[config.mk]
export PLATFORM = sky130hd
export DESIGN_NAME = count_seq_ctrl
export DESIGN_NICKNAME = d
export VERILOG_FILES = /design/src/rtl/count_seq_ctrl.sv
export SDC_FILE = /design/constraint.sdc
export NUM_CORES = 1
export LEC_CHECK = 0
export ABC_AREA = 1
export ABC_CLOCK_PERIOD_IN_PS = 1600
export BUFFER_PORTS_ARGS = -buffer_cell sky130_fd_sc_hd__buf_2
export CORE_UTILIZATION = 45
export CTS_BUF_LIST = sky130_fd_sc_hd__clkbuf_8 sky130_fd_sc_hd__clkbuf_16
export DETAILED_ROUTE_END_ITERATION = 8
export MAX_ROUTING_LAYER = met4
export PLACE_DENSITY_LB_ADDON = 0.3
export RECOVER_POWER = 25
export SYNTH_ARGS = -nofsm -noshare
export SYNTH_HDL_FRONTEND = slang
export SYNTH_SLANG_ARGS = --single-unit
[constraint.sdc]
create_clock -name clk -period 1.6 [get_ports clk]
set_clock_uncertainty 0.15 [all_clocks]
set_input_delay 0.4 -clock clk [delete_from_list [all_inputs] [get_ports clk]]
set_output_delay 0.4 -clock clk [all_outputs]
set_load 0.03 [all_outputs]
[src/rtl/count_seq_ctrl.sv]
// Sequencer for an external enable/sync-reset up-counter: one-shot or auto-reload runs to a limit, with pause/abort.
// Optional prescaler on counter steps is compiled in with COUNT_SEQ_PRESCALE_EN.
module count_seq_ctrl #(
  parameter int WIDTH      = 8,
  parameter int RUNS_WIDTH = 8
`ifdef COUNT_SEQ_PRESCALE_EN
  , parameter int PRESC_WIDTH = 4
`endif
) (
  input  logic                  clk,
  input  logic                  rst,
  input  logic                  start,
  input  logic                  stop,
  input  logic                  pause,
  input  logic [WIDTH-1:0]      cfg_limit,
  input  logic                  cfg_reload,
`ifdef COUNT_SEQ_PRESCALE_EN
  input  logic [PRESC_WIDTH-1:0] cfg_presc,
`endif
  input  logic [WIDTH-1:0]      count_i,
  output logic                  cnt_en,
  output logic                  cnt_rst,
  output logic                  busy,
  output logic                  done,
  output logic [RUNS_WIDTH-1:0] run_count
);

  typedef enum logic [1:0] {IDLE, CLEAR, RUN, HOLD} state_t;

  state_t           state, state_nxt;
  logic [WIDTH-1:0] lim_q;
  logic             reload_q;
  logic             at_limit;
  logic             accept;
  logic             period_end;
  logic             step_ok;

  assign at_limit   = (count_i == lim_q);
  assign accept     = (state == IDLE) && start;
  assign period_end = (state == RUN) && !stop && at_limit;
  assign busy       = (state != IDLE);

`ifdef COUNT_SEQ_PRESCALE_EN
  logic [PRESC_WIDTH-1:0] presc_q;
  logic [PRESC_WIDTH-1:0] presc_cnt;

  assign step_ok = (presc_cnt == presc_q);

  // Prescaler advances only in RUN, holds in HOLD, and restarts from 0 otherwise.
  always_ff @(posedge clk) begin
    if (rst) begin
      presc_q   <= '0;
      presc_cnt <= '0;
    end else begin
      if (accept) presc_q <= cfg_presc;
      if (state == RUN) presc_cnt <= step_ok ? '0 : presc_cnt + 1'b1;
      else if (state != HOLD) presc_cnt <= '0;
    end
  end
`else
  assign step_ok = 1'b1;
`endif

  always_comb begin
    state_nxt = state;
    cnt_en    = 1'b0;
    cnt_rst   = 1'b0;
    case (state)
      IDLE: begin
        if (start) state_nxt = CLEAR;
      end
      CLEAR: begin
        cnt_rst   = 1'b1;
        state_nxt = stop ? IDLE : RUN;
      end
      RUN: begin
        cnt_en = !at_limit && step_ok && !stop;
        if (stop)          state_nxt = IDLE;
        else if (at_limit) state_nxt = reload_q ? CLEAR : IDLE;
        else if (pause)    state_nxt = HOLD;
      end
      HOLD: begin
        if (stop)        state_nxt = IDLE;
        else if (!pause) state_nxt = RUN;
      end
      default: state_nxt = IDLE;
    endcase
    // Reset holds the counter cleared regardless of the registered state.
    if (rst) begin
      cnt_en  = 1'b0;
      cnt_rst = 1'b1;
    end
  end

  always_ff @(posedge clk) begin
    if (rst) begin
      state     <= IDLE;
      lim_q     <= '0;
      reload_q  <= 1'b0;
      done      <= 1'b0;
      run_count <= '0;
    end else begin
      state <= state_nxt;
      done  <= period_end;
      if (accept) begin
        lim_q     <= cfg_limit;
        reload_q  <= cfg_reload;
        run_count <= '0;
      end else if (period_end && (run_count != '1)) begin
        run_count <= run_count + 1'b1;
      end
    end
  end

endmodule

==> out/results.txt <==
Outcome: complete, but fails checks
Violated checks: setup timing
Drt wl/cell: 11.6 um
Post-detailed-routing wire length: 2.62 mm
Final routed DRC violation total: 0
Total die area: 0.00262 sq mm
Post-layout nets: 223
Detailed placement HPWL: 1.75 mm
Iter 0 DRT Violations: 21
Number of rows created at floorplan: 17
Worst max-slew margin expressed relative to the limit: 76.0%
Post-synth net total: 175
Register area share after synthesis: 36.8%
Register cell area after layout: 418 sq um
Die Span Y: 51.2 um
H-tree level count: 1
Crit path capture type: output pin
Via Count: 1124
Horizontal extent of the die: 51.2 um
Worst path required time: 1.05 ns
Total power per unit cell area: 739 mW/mm^2
Final global-route overflow total: 0
Antenna Nets Post-Route: 0
Clk Latency, worst-skew pair: 0.25 ns
Number of port buffers: 33
Number of clock sinks: 20
Setup violation total in the final timing report: 10
Root buffer selected by CTS: sky130_fd_sc_hd__clkbuf_8
Area grow syn2layout: 37.0%
Wire length of the first global-routing pass: 3.93 mm
Share of synthesized flip-flops with an asynchronous set or reset: 0%
Actual slew at the worst max-slew pin: 0.362 ns
Fillers: 215
Leading register cell type out of synthesis: sky130_fd_sc_hd__dfxtp_1
Buffer depth of the longest clock path: 2
Setup repair after global routing missed its margin: true
Core ar.: 0.00225 sq mm
Number of global-route vias before repair: 941
Post-Syn Area: 0.00109 sq mm
Number of hold buffers added after CTS: 0
#FFs+latches synth: 20
Drt via density: 4.95
Final Slew Violations: 0
Maximum fanout along the worst path: 2
Leakage: 0.704 nW
R2R depth: 7
Number of flops mapped to enable cells by yosys: 0
Final cycle utilization of the critical path: 113%
Total design power: 1.10 mW
Hold Path Class: in2reg
Worst IR Drop VDD: 0.589 mV
Setup WS post-layout: -0.213 ns
Number of max-capacitance violations reported: 0
Classification of the worst setup path: reg2out
Clk pin slew, worst setup/hold paths: 0.07 ns
Pin count of the biggest net entering global routing: 15
Smallest hold slack: 0.221 ns
Final hold violations: 0
Element type at the critical path start: register
RD Place Congestion: 0.859
ANT cells: 0
Starting Density: 48.3%
Overall global routing resource usage: 20.5%
Fmax: 0.551 GHz
Synth cell types: 24
Data arrival time of the critical path: 1.26 ns
Multi-input logic area: 649 sq um
Share of layout cells above drive strength 1: 41.7%
Number of warnings reported in the yosys synthesis log: 0
Number of instances in the synthesized netlist: 152
Mean cell area of the mapped netlist: 7.16 sq um
Number of buffers created by CTS: 3
Total iterations of the first detailed-routing run: 4
Antenna violations before repair: 0
Time the worst path needs with I/O delays and setup: 1.81 ns
I/O pin total: 34
TritonCTS clock tree: yes
Hold path cells: 3
[flip-flops by register name, indices dropped and copies added (netlist names)]
register and flops:
done 1, lim_q 8, reload_q 1, run_count 8
state 2
[per-stage QoR]
stage,utilization (%),setup slack [ns],setup TNS (ns),instances,cell area (sq um)
after floorplan,-,0.000216,0,152,1120
after global placement,59.2,-0.153,-0.714,215,1330
after detailed placement,59.2,-0.181,-0.968,215,1330
after CTS,61.9,-0.199,-0.229,220,1400
after global routing,66.1,-0.272,-1.76,227,1490
final,66.1,-0.213,-0.500,227,1490
[worst max-delay path, cell delays in order (launching register included)]
cell and delay (ns):
sky130_fd_sc_hd__dfxtp_1 0.32, sky130_fd_sc_hd__inv_1 0.07, sky130_fd_sc_hd__nand2_1 0.05, sky130_fd_sc_hd__nand2_1 0.05, sky130_fd_sc_hd__nand2_1 0.05, sky130_fd_sc_hd__nor2_1 0.12, sky130_fd_sc_hd__nand2_1 0.10, sky130_fd_sc_hd__nand2_2 0.10
sky130_fd_sc_hd__nor2_4 0.04, sky130_fd_sc_hd__buf_6 0.13
[layout by cell type (no fill, tap or decap)]
cell type,netlist,layout
sky130_fd_sc_hd__clkinvlp_4,0,1
sky130_fd_sc_hd__a21oi_2,0,1
sky130_fd_sc_hd__xor2_1,3,3
sky130_fd_sc_hd__nand4_1,8,8
sky130_fd_sc_hd__o21ai_0,8,7
sky130_fd_sc_hd__buf_6,0,2
sky130_fd_sc_hd__clkbuf_8,0,3
sky130_fd_sc_hd__nor3_4,1,1
sky130_fd_sc_hd__nand3_4,1,1
sky130_fd_sc_hd__nand2_4,1,1
sky130_fd_sc_hd__nor2_1,16,15
sky130_fd_sc_hd__nand3_1,2,2
sky130_fd_sc_hd__xnor2_2,0,3
sky130_fd_sc_hd__nand3_2,1,2
sky130_fd_sc_hd__nor2_2,2,1
sky130_fd_sc_hd__xnor2_1,5,2
sky130_fd_sc_hd__nor2_4,2,4
sky130_fd_sc_hd__inv_2,1,7
sky130_fd_sc_hd__clkbuf_1,0,3
sky130_fd_sc_hd__dfxtp_2,0,11
sky130_fd_sc_hd__nand2_1,36,35
sky130_fd_sc_hd__o21ai_1,2,3
sky130_fd_sc_hd__a21oi_1,15,14
sky130_fd_sc_hd__inv_1,21,15
sky130_fd_sc_hd__dfxtp_1,20,8
sky130_fd_sc_hd__ha_4,0,1
sky130_fd_sc_hd__dfxtp_4,0,1
sky130_fd_sc_hd__buf_4,2,9
sky130_fd_sc_hd__nand2_2,1,2
sky130_fd_sc_hd__buf_2,0,30
sky130_fd_sc_hd__nor3_1,1,1
sky130_fd_sc_hd__inv_4,0,1
sky130_fd_sc_hd__nand4_4,1,1
[area by class of cell]
class,instances,share of cell area [%]
clock inverters,1,0.252
clock buffers,3,2.77
inverters,23,6.21
well taps,28,2.35
flip-flops and latches,20,28.0
repair buffers,44,16.9
multi-input cells,108,43.5
[logic make-up after synthesis]
logic type                 share of synthesized area [%]
AOI/OAI and AO/OA                                   11.5
xor gates and xnor gates                            6.44
adders and majority gates                           1.15
buffers and inverters                               9.42
DFF                                                 36.8
and+or+nand+nor                                     34.7
[per-layer routing]
| layer | share of wire, % | vias to the layer above | track usage (%) |
|---|---|---|---|
| met5 | 0 | - | - |
| met4 | 1.6 | 0 | 6.94 |
| li1 | - | 583 | - |
| met3 | 3.0 | 4 | 2.98 |
| met1 | 47 | 513 | 26.5 |
| met2 | 48 | 24 | 32.7 |
[power by group]
part,switching [mW],total [mW],internal [mW]
registers,0.0231,0.552,0.529
clock network,0.162,0.332,0.170
logic,0.124,0.218,0.0935
[cells in the mapped netlist (2+ instances only)]
cell,instances,share of area (%)
sky130_fd_sc_hd__xnor2_1,5,4.0
sky130_fd_sc_hd__a21oi_1,15,6.9
sky130_fd_sc_hd__inv_1,21,7.2
sky130_fd_sc_hd__nand2_1,36,12
sky130_fd_sc_hd__buf_4,2,1.4
sky130_fd_sc_hd__nor2_2,2,1.1
sky130_fd_sc_hd__nand3_1,2,0.92
sky130_fd_sc_hd__o21ai_0,8,3.7
sky130_fd_sc_hd__o21ai_1,2,0.92
sky130_fd_sc_hd__nor2_1,16,5.5
sky130_fd_sc_hd__xor2_1,3,2.4
sky130_fd_sc_hd__dfxtp_1,20,37
sky130_fd_sc_hd__nand4_1,8,4.6
sky130_fd_sc_hd__nor2_4,2,2.1
[what timing repair did]
action | 4_1_cts | 5_1_grt
hold endpoints to repair | 0 | 0
gates cloned | 0 | 1
pin swaps | 3 | 8
setup buffers | 1 | 6
gates resized for setup | 6 | 18
setup endpoints to repair | 4 | 19
[path summary, 6_finish.rpt]
kind,start,end,slack [ns]
max,lim_q[5]$_SDFFE_PP0P_,cnt_en,-0.21
min reg2reg,lim_q[7]$_SDFFE_PP0P_,lim_q[7]$_SDFFE_PP0P_,0.30
min,cfg_limit[3],lim_q[3]$_SDFFE_PP0P_,0.22
max reg2reg,state[1]$_SDFFE_PP0P_,reload_q$_SDFFE_PP0P_,-0.06
No activity file was read; power rests on OpenSTA's default activity.
